### config.mk
export PLATFORM = sky130hd
export DESIGN_NAME = bounce_ctrl
export DESIGN_NICKNAME = d
export VERILOG_FILES = /design/src/rtl/pong_pkg.sv /design/src/rtl/serve_timer.sv /design/src/rtl/bounce_ctrl.sv
export SDC_FILE = /design/constraint.sdc
export NUM_CORES = 1
export LEC_CHECK = 0
export BUFFER_PORTS_ARGS = -buffer_cell sky130_fd_sc_hd__buf_2
export CAP_MARGIN = 20
export CORE_UTILIZATION = 50
export CTS_CLUSTER_DIAMETER = 100
export DETAILED_ROUTE_END_ITERATION = 10
export GPL_ROUTABILITY_DRIVEN = 0
export PLACE_DENSITY = 0.72
export RECOVER_POWER = 100
export SYNTH_ARGS = -nofsm -noshare
export SYNTH_HDL_FRONTEND = slang
export SYNTH_SLANG_ARGS = --single-unit
export TNS_END_PERCENT = 20
### constraint.sdc
create_clock -name clock -period 4.1 [get_ports clock]
set_clock_uncertainty 0.2 [all_clocks]
set_input_delay 0.205 -clock clock [delete_from_list [all_inputs] [get_ports clock]]
set_output_delay 0.205 -clock clock [all_outputs]
set_load 0.01 [all_outputs]
### src/rtl/pong_pkg.sv
// Shared types and default constants for the pong game controller and its helpers.
package pong_pkg;

    typedef enum logic [2:0] {
        S_IDLE,
        S_SERVE,
        S_PLAY,
        S_POINT,
        S_OVER
    } state_e;

    localparam int INIT_THRESH = 250000;
    localparam int THRESH_STEP = 10000;
    localparam int MIN_THRESH  = 50000;
    localparam int SERVE_DELAY = 50000000;
    localparam int WIN_SCORE   = 7;

    // Scores stick at 15 rather than wrapping back to zero.
    function automatic logic [3:0] score_inc(input logic [3:0] s);
        return (s == 4'hf) ? s : s + 4'd1;
    endfunction

endpackage

### src/rtl/serve_timer.sv
// Serve delay counter: counts 0..DELAY-1 while enabled and flags the last count.
module serve_timer #(
    parameter int DELAY = 50000000
) (
    input  logic clock,
    input  logic reset_n,
    input  logic load,
    input  logic enable,
    output logic done
);

    localparam int CNT_W = (DELAY > 1) ? $clog2(DELAY) : 1;
    localparam logic [CNT_W-1:0] LAST = CNT_W'(DELAY - 1);

    logic [CNT_W-1:0] count_q, count_d;

    assign done = enable && (count_q == LAST);

    always_comb begin
        count_d = count_q;
        if (load) begin
            count_d = '0;
        end else if (enable && !done) begin
            count_d = count_q + CNT_W'(1);
        end
    end

    always_ff @(posedge clock or negedge reset_n) begin
        if (!reset_n) begin
            count_q <= '0;
        end else begin
            count_q <= count_d;
        end
    end

endmodule

### src/rtl/bounce_ctrl.sv
// Pong game controller: serves the ball, handles wall/paddle bounces, misses and scoring,
// and steers the external x/y trajectory movers through active/direction/threshold.
module bounce_ctrl
    import pong_pkg::*;
#(
    parameter int CWIDTH      = 9,
    parameter int XMAX        = 639,
    parameter int YMAX        = 479,
    parameter int PADDLE_XL   = 8,
    parameter int PADDLE_XR   = 631,
    parameter int PADDLE_H    = 64,
    parameter int INIT_THRESH = pong_pkg::INIT_THRESH,
    parameter int THRESH_STEP = pong_pkg::THRESH_STEP,
    parameter int MIN_THRESH  = pong_pkg::MIN_THRESH,
    parameter int SERVE_DELAY = pong_pkg::SERVE_DELAY,
    parameter int WIN_SCORE   = pong_pkg::WIN_SCORE
) (
    input  logic              clock,
    input  logic              reset_n,
    input  logic              start,
    input  logic [CWIDTH:0]   ball_x,
    input  logic [CWIDTH:0]   ball_y,
    input  logic [CWIDTH:0]   paddle_l_y,
    input  logic [CWIDTH:0]   paddle_r_y,
    output logic              active,
    output logic              x_dir,
    output logic              y_dir,
    output logic [63:0]       threshold,
    output logic [3:0]        score_l,
    output logic [3:0]        score_r,
    output logic              point_l,
    output logic              point_r,
    output logic              game_over
);

    typedef logic [CWIDTH:0]   coord_t;
    typedef logic [CWIDTH+1:0] wide_t;

    localparam coord_t XL_C   = coord_t'(PADDLE_XL);
    localparam coord_t XR_C   = coord_t'(PADDLE_XR);
    localparam coord_t XMAX_C = coord_t'(XMAX);
    localparam coord_t YMAX_C = coord_t'(YMAX);
    localparam wide_t  H_C    = wide_t'(PADDLE_H);

    state_e      state_q, state_d;
    coord_t      bx_q, by_q;
    logic        x_dir_q, x_dir_d, y_dir_q, y_dir_d;
    logic [63:0] thr_q, thr_d;
    logic [3:0]  score_l_q, score_l_d, score_r_q, score_r_d;
    logic        point_l_q, point_l_d, point_r_q, point_r_d;
    logic        active_q, active_d, game_over_q, game_over_d;
    logic        timer_load, timer_done;
    logic        strobe, hit_l, hit_r, miss_l, miss_r;

    // Paddle span check one bit wider so paddle top + height cannot overflow.
    function automatic logic on_paddle(input coord_t y, input coord_t top);
        wide_t y_w, top_w;
        y_w   = {1'b0, y};
        top_w = {1'b0, top};
        return (y_w >= top_w) && (y_w < top_w + H_C);
    endfunction

    function automatic logic [63:0] speed_up(input logic [63:0] thr);
        if (thr >= 64'(MIN_THRESH) + 64'(THRESH_STEP)) begin
            return thr - 64'(THRESH_STEP);
        end
        return 64'(MIN_THRESH);
    endfunction

    assign strobe = (ball_x != bx_q) || (ball_y != by_q);
    assign hit_l  = !x_dir_q && (ball_x == XL_C) && on_paddle(ball_y, paddle_l_y);
    assign hit_r  =  x_dir_q && (ball_x == XR_C) && on_paddle(ball_y, paddle_r_y);
    assign miss_r = !x_dir_q && (ball_x == '0);
    assign miss_l =  x_dir_q && (ball_x >= XMAX_C);

    serve_timer #(.DELAY(SERVE_DELAY)) u_serve_timer (
        .clock   (clock),
        .reset_n (reset_n),
        .load    (timer_load),
        .enable  (state_q == S_SERVE),
        .done    (timer_done)
    );

    // NOTE: every signal written here gets a default first, so no path leaves it unassigned and no latch is inferred.
    always_comb begin
        state_d    = state_q;
        x_dir_d    = x_dir_q;
        y_dir_d    = y_dir_q;
        thr_d      = thr_q;
        score_l_d  = score_l_q;
        score_r_d  = score_r_q;
        point_l_d  = 1'b0;
        point_r_d  = 1'b0;
        timer_load = 1'b0;

        case (state_q)
            S_IDLE, S_OVER: begin
                if (start) begin
                    state_d   = S_SERVE;
                    score_l_d = '0;
                    score_r_d = '0;
                end
            end
            S_SERVE: begin
                if (timer_done) state_d = S_PLAY;
            end
            S_PLAY: begin
                if (strobe) begin
                    if (ball_y == '0)         y_dir_d = 1'b1;
                    else if (ball_y >= YMAX_C) y_dir_d = 1'b0;
                    if (hit_l) begin
                        x_dir_d = 1'b1;
                        thr_d   = speed_up(thr_q);
                    end else if (hit_r) begin
                        x_dir_d = 1'b0;
                        thr_d   = speed_up(thr_q);
                    end
                    // A miss discards any bounce computed in the same cycle.
                    if (miss_r || miss_l) begin
                        x_dir_d = x_dir_q;
                        y_dir_d = y_dir_q;
                        thr_d   = thr_q;
                        state_d = S_POINT;
                    end
                    if (miss_r) begin
                        score_r_d = score_inc(score_r_q);
                        point_r_d = 1'b1;
                    end else if (miss_l) begin
                        score_l_d = score_inc(score_l_q);
                        point_l_d = 1'b1;
                    end
                end
            end
            S_POINT: begin
                if (score_l_q == 4'(WIN_SCORE) || score_r_q == 4'(WIN_SCORE)) state_d = S_OVER;
                else                                                          state_d = S_SERVE;
            end
            default: state_d = S_IDLE;
        endcase

        if (state_d == S_SERVE && state_q != S_SERVE) begin
            timer_load = 1'b1;
            thr_d      = 64'(INIT_THRESH);
            x_dir_d    = 1'b1;
            y_dir_d    = ~y_dir_q;
        end

        active_d    = (state_d == S_PLAY);
        game_over_d = (state_d == S_OVER);
    end

    // NOTE: state registers use non-blocking assignments so every flop samples pre-edge values.
    always_ff @(posedge clock or negedge reset_n) begin
        if (!reset_n) begin
            state_q     <= S_IDLE;
            bx_q        <= '0;
            by_q        <= '0;
            x_dir_q     <= 1'b1;
            y_dir_q     <= 1'b0;
            thr_q       <= 64'(INIT_THRESH);
            score_l_q   <= '0;
            score_r_q   <= '0;
            point_l_q   <= 1'b0;
            point_r_q   <= 1'b0;
            active_q    <= 1'b0;
            game_over_q <= 1'b0;
        end else begin
            state_q     <= state_d;
            bx_q        <= ball_x;
            by_q        <= ball_y;
            x_dir_q     <= x_dir_d;
            y_dir_q     <= y_dir_d;
            thr_q       <= thr_d;
            score_l_q   <= score_l_d;
            score_r_q   <= score_r_d;
            point_l_q   <= point_l_d;
            point_r_q   <= point_r_d;
            active_q    <= active_d;
            game_over_q <= game_over_d;
        end
    end

    assign active    = active_q;
    assign x_dir     = x_dir_q;
    assign y_dir     = y_dir_q;
    assign threshold = thr_q;
    assign score_l   = score_l_q;
    assign score_r   = score_r_q;
    assign point_l   = point_l_q;
    assign point_r   = point_r_q;
    assign game_over = game_over_q;

endmodule

-- After elaboration in Yosys (flattened, before gate mapping)
Index checks and enable logic that the tools add are counted.
- $add $sub $neg: 6
- magnitude comparators: 7
- equal/unequal tests: 25
- multiplexer cells: 55
- bitwise operators: 1
- reductions and logical operators: 30
- operators by type and width (cell ; count):
    64-bit 2-to-1 mux ; 9
    64-bit by 16-bit >= comparator with 1-bit output (second input constant) ; 1
    64-bit by 14-bit subtractor with 64-bit output (second input constant) ; 1
    26-bit 2-to-1 mux ; 2
    4-bit 2-to-1 mux ; 8
    1-bit 2-to-1 mux ; 28
    26-bit by 1-bit adder with 26-bit output (second input constant) ; 1
    26-bit equality test (second input constant) ; 1
    10-bit by 7-bit adder with 11-bit output (second input constant) ; 2
    10-bit by 11-bit less-than comparator with 1-bit output ; 2
    10-bit >= comparator ; 2
    10-bit zero test ; 2
    10-bit != test ; 2
    4-bit case mux with 2 select lines ; 2
    3-bit 2-to-1 mux ; 5
    2-bit != test (second input constant) ; 7
    3-bit case mux with 4 select lines ; 1
    1-bit logical AND ; 11
    10-bit equality test (second input constant) ; 1
    10-bit by 4-bit equality test with 1-bit output (second input constant) ; 1
    10-bit >= comparator (second input constant) ; 1
    10-bit by 9-bit >= comparator with 1-bit output (second input constant) ; 1
    3-bit by 2-bit equality test with 1-bit output (second input constant) ; 3
    4-bit by 1-bit adder with 4-bit output (second input constant) ; 2
    16 further kinds ; 28
- register bits: 127
- input port bits: 43
- output and inout bits: 78
- logic and storage cells: 137

-- Logic depth before layout (Yosys ltp)
- depth in word-level cells: 15
- mapped depth: 12
- gate-level depth less buffers: 10

-- Hierarchy
A second synthesis with hierarchy kept.
- cell total of the unflattened synthesis: 846
- area, all modules: 7742.4 um^2
- by module, submodules not included (module ; times used ; cells each ; area an instance (um^2) ; sequential area each (um^2)):
    bounce_ctrl ; 1 ; 707 ; 6371.1 ; 2437.3
    serve_timer ; 1 ; 139 ; 1371.3 ; 650.6

-- Worst setup path before layout
OpenSTA, ideal clock, no wires.
- kind: register to register
- start: register thr_q[28], in the netlist threshold[28]
- end: register thr_q[50], in the netlist threshold[50]
- setup time: 0.134 ns
- arrival: 2.951 ns
- required time: 3.766 ns
- slack: 0.815 ns
- cell stages (with the launch flop): 10
- path buffers: 2
- period minus slack after synthesis: 3.285 ns
- cells stage by stage: dfrtp_1 > or4_4 > or4_4 > or4_1 > buf_2 > or3_1 > buf_2 > o21a_1 > o311ai_2 > o41ai_1
- cells in the longest elaborated chain, start to end: 13
- elaborated cells on any way between the ends: 19
- those cells by class: add/sub (1); order compare (1); mux (17)
- ends and longest elaborated chain (element ; line ; source):
    start: declaration ; bounce_ctrl.sv:48 ; logic [63:0] thr_q, thr_d;
    start signal: assignment ; bounce_ctrl.sv:160 ; thr_q <= 64'(INIT_THRESH);
    start signal: assignment ; bounce_ctrl.sv:173 ; thr_q <= thr_d;
    64-bit by 16-bit >= comparator with 1-bit output ; bounce_ctrl.sv:64 ; if (thr >= 64'(MIN_THRESH) + 64'(THRESH_STEP)) begin
    1-bit 2-to-1 mux ; bounce_ctrl.sv:64 ;
    1-bit 2-to-1 mux ; bounce_ctrl.sv:114 ; end else if (hit_r) begin
    1-bit 2-to-1 mux ; bounce_ctrl.sv:111 ; if (hit_l) begin
    1-bit 2-to-1 mux ; bounce_ctrl.sv:108 ; if (strobe) begin
    1-bit 2-to-1 mux ; bounce_ctrl.sv:96 ; case (state_q)
    64-bit 2-to-1 mux ; bounce_ctrl.sv:67 ; return 64'(MIN_THRESH);
    64-bit 2-to-1 mux ; bounce_ctrl.sv:114 ;
    64-bit 2-to-1 mux (*) ; bounce_ctrl.sv:111 ;
    64-bit 2-to-1 mux (*) ; bounce_ctrl.sv:119 ; if (miss_r || miss_l) begin
    64-bit 2-to-1 mux (*) ; bounce_ctrl.sv:108 ;
    64-bit 2-to-1 mux (*) ; bounce_ctrl.sv:96 ;
    64-bit 2-to-1 mux (*) ; bounce_ctrl.sv:141 ; if (state_d == S_SERVE && state_q != S_SERVE) begin
Every way passes the cells marked *; elsewhere a longest branch is shown, timed or not. The select of a mux whose other input is x is not followed.
A chain may end at the register's enable or synchronous reset.

-- Final worst setup path
- start: input port ball_y[7]
- end: register thr_q[17], in the netlist threshold[17]
- cells in the longest elaborated chain, start to end: 8
- elaborated cells on any way between the ends: 24
- those cells by class: order compare (4); eq/ne (3); mux (7); reduce/logical (10)
- ends and longest elaborated chain (element ; line ; source):
    start: declaration ; bounce_ctrl.sv:22 ; input logic [CWIDTH:0] ball_y,
    10-bit by 11-bit less-than comparator with 1-bit output, or another cell as far along ; bounce_ctrl.sv:60 ; return (y_w >= top_w) && (y_w < top_w + H_C);
    1-bit logical AND or 1-bit logical OR (tied branches) ; bounce_ctrl.sv:60, bounce_ctrl.sv:70 ;
    1-bit logical AND or 3-bit 2-to-1 mux (tied branches) ; bounce_ctrl.sv:71, bounce_ctrl.sv:108 ;
    64-bit 2-to-1 mux or 3-bit case mux with 4 select lines (tied branches) ; bounce_ctrl.sv:111, bounce_ctrl.sv:96 ;
    64-bit 2-to-1 mux or 3-bit by 1-bit equality test with 1-bit output (tied branches) ; bounce_ctrl.sv:119, bounce_ctrl.sv:141 ;
    64-bit 2-to-1 mux or 1-bit logical AND (tied branches) ; bounce_ctrl.sv:108, bounce_ctrl.sv:141 ;
    64-bit 2-to-1 mux, or another cell as far along ; bounce_ctrl.sv:96 ;
    64-bit 2-to-1 mux or 4-bit AND reduction (tied branches) ; - ;
Parallel ways exist; a longest one is shown, timed or not. The select of a mux whose other input is x is not followed.

==> metrics.cfg <==
[clock_network]
htreeDepth=4
cts.clk_slew.worst_paths_ns=0.06
ctsLongestPathBuffers=2
clock-sinks=123
clk_latency_ns=0.43
cts_tree=built
cts_resized=0
numCtsBuffers=17
root_buffer=clkbuf_16

[sta]
period_needed_ns=3.77
fmax_mhz=265
period_share_pct=92.0
hold_viol=0
setup_violations=0
slew_headroom_pct=-55.5
setup_tns_ns=0
drv_slew=131
layout_setup_ws_ns=0.327
grt_setup_unrepaired=false
worst_pin_slew_ns=2.32

[setup_path]
worstSetupPathType=in2reg
worstReg2RegEnd=threshold[37]$_DFFE_PN0P_
worstPathRequired_ns=4.25
r2r-start=threshold[28]$_DFFE_PN0P_
worst-r2r-cell-count=6
arrival_ns=3.92
crit_start=ball_y[7]
cp-end-kind=register
crit_path_start_kind=input port
r2r_slack_ns=0.46
critPathMaxFanout=27

[place]
dp_hpwl_um=13600
post-place-ws_ns=0.554
port_buffers=116

[logic_synthesis]
synth_area_um2=7480
synth-seq-cells=123
postSynthCellCount=833
synth_edf_count=0
ys.warnings.count=0
synth_cell_types=67
syn_avg_cell_area_um2=8.98
synthArstFlopShare_pct=100
ys_seq_area_share_pct=41.3
synthFlopType=dfrtp_1

[route]
drt-wirelength-per-cell_um=17.7
detail_route.wirelength_um=20600
viasPerCell=6.09
drc=0
ant_nets=0
vias=7086
drt-initial-drc-count=608
firstDrtPassIters=5

[floorplanning]
start_util_pct=51.3
die_w_um=124
die-area_um2=15500
ioPinCount=121
fp.dieH_um=124
rows=44
core_area_um2=14600

[layout]
layout-drive-gt1-share_pct=10.5
fillCellCount=1346
finalNetCount=1045
syn2layout_area_growth_pct=19.3
diodes=0

[global_route]
antenna_found_initial=0
grt_pass1_vias=6743
grt_max_degree=68
overflow=0
grt_pass1_wl_um=34300
grt_use_total_pct=27.4

[hold_path]
hp-class=in2reg
hold_depth=4
hold-path-endpoint=x_dir$_DFFE_PN1P_
worstHoldStart=paddle_l_y[9]

[outcome]
violations=max-capacitance violations, max-slew violations
status=complete, but fails checks

[pwr]
p_leak_uw=0.00380
p_per_area_nw_per_um2=340
peakVddDrop_uv=306

[run]
drv_cap=3

-- through the flow --
stage,util [%],cells,cell area [µm²],hold WS (ns),total power (µW)
3_3_place_gp,56.9,1110,8300,0.164,1620
5_1_grt,61.2,1164,8930,0.260,3170
4_1_cts,62.2,1164,9080,0.171,3060
2_1_floorplan,-,836,7490,-0.291,1510
6_report,61.2,1164,8930,0.194,3030
3_5_place_dp,56.9,1110,8300,0.170,1630
-- Yosys cell counts (21+ instances only) --
master	instances	share of area, %
clkbuf_1	35	1.8
or3_1	21	1.8
nand2_1	63	3.2
ha_1	35	5.9
nor2_1	77	3.9
nor3_1	38	2.5
nand3_1	43	2.9
inv_1	34	1.7
o21ai_0	43	2.9
nand4_1	21	1.8
xnor2_1	37	4.3
a21oi_1	39	2.6
dfrtp_1	115	38
-- worst max path at each step --
stage	endpoint	slack [ns]	depth (start not counted)
final	threshold[17]$_DFFE_PN1P_	0.33	11
after global routing	threshold[17]$_DFFE_PN1P_	0.16	11
after CTS	threshold[37]$_DFFE_PN0P_	0.55	6
after detailed placement	threshold[37]$_DFFE_PN0P_	0.55	6
after global placement	threshold[50]$_DFFE_PN0P_	0.61	10
after floorplan	threshold[50]$_DFFE_PN0P_	0.81	9
-- per-layer routing --
layer / wire [µm] / track usage, %
met1: 9420 / 38.5
met2: 9700 / 42.3
met3: 1330 / 7.13
met4: 196 / 6.59
met5: 0 / 0
-- kinds of logic (layout without fill, tap and decap cells) --
group	Yosys count	count (layout)	synth area share [%]
AND/OR/NAND/NOR	334	334	22.6
AO/OA/AOI/OAI	207	207	19.6
flip-flops	123	123	41.3
multiplexers	4	4	0.552
XOR/XNOR	49	49	5.74
buffers and inverters	80	224	4.28
adder cells (fa/ha/maj)	35	35	5.85
other	1	4	0.0501
-- cell type report --
class	count	area, µm²	area share (%)
well taps	184	230	2.58
flip-flops and latches	123	3090	34.6
repair buffers	158	827	9.27
clock inverters	14	121	1.36
inverters	34	128	1.43
clock buffers	18	439	4.92
multi-input cells	633	4090	45.9
-- flip-flops by register name, summed over array words and instances, names as in the netlist, 3 cells and up --
name / flops
threshold: 60
u_serve_timer.count_q: 26
score_r: 4
score_l: 4
bx_q: 10
state_q: 3
by_q: 10
-- what timing repair did --
action | CTS | global route
hold buffers | 22 | 0
setup buffers | 0 | 0
endpoints found under the hold margin | 88 | 0
-- layout by cell type (no fill, tap or decap), drive strengths merged, types with 21 or more instances in the layout --
| cell | n |
|---|---|
| a21oi | 39 |
| buf | 44 |
| clkbuf | 110 |
| dfrtp | 115 |
| dlygate4sd3 | 22 |
| ha | 35 |
| inv | 37 |
| nand2 | 63 |
| nand3 | 43 |
| nand4 | 21 |
| nor2 | 77 |
| nor3 | 38 |
| o21ai | 44 |
| or3 | 21 |
| xnor2 | 37 |
-- worst max-delay path: stages --
cell           delay, ns
dlygate4sd3_1       0.54
clkbuf_1            0.40
ha_1                0.33
a2111oi_0           0.37
o21ai_0             0.14
a21oi_1             0.12
or3_1               0.17
o21ba_1             0.92
nor3_1              0.14
buf_4               0.25
a221o_1             0.33
-- report_power, final --
group / switching, µW / internal (µW)
sequential: 40.4 / 1260
combinational: 186 / 130
clock: 565 / 847
No activity file was read; power rests on OpenSTA's default activity.
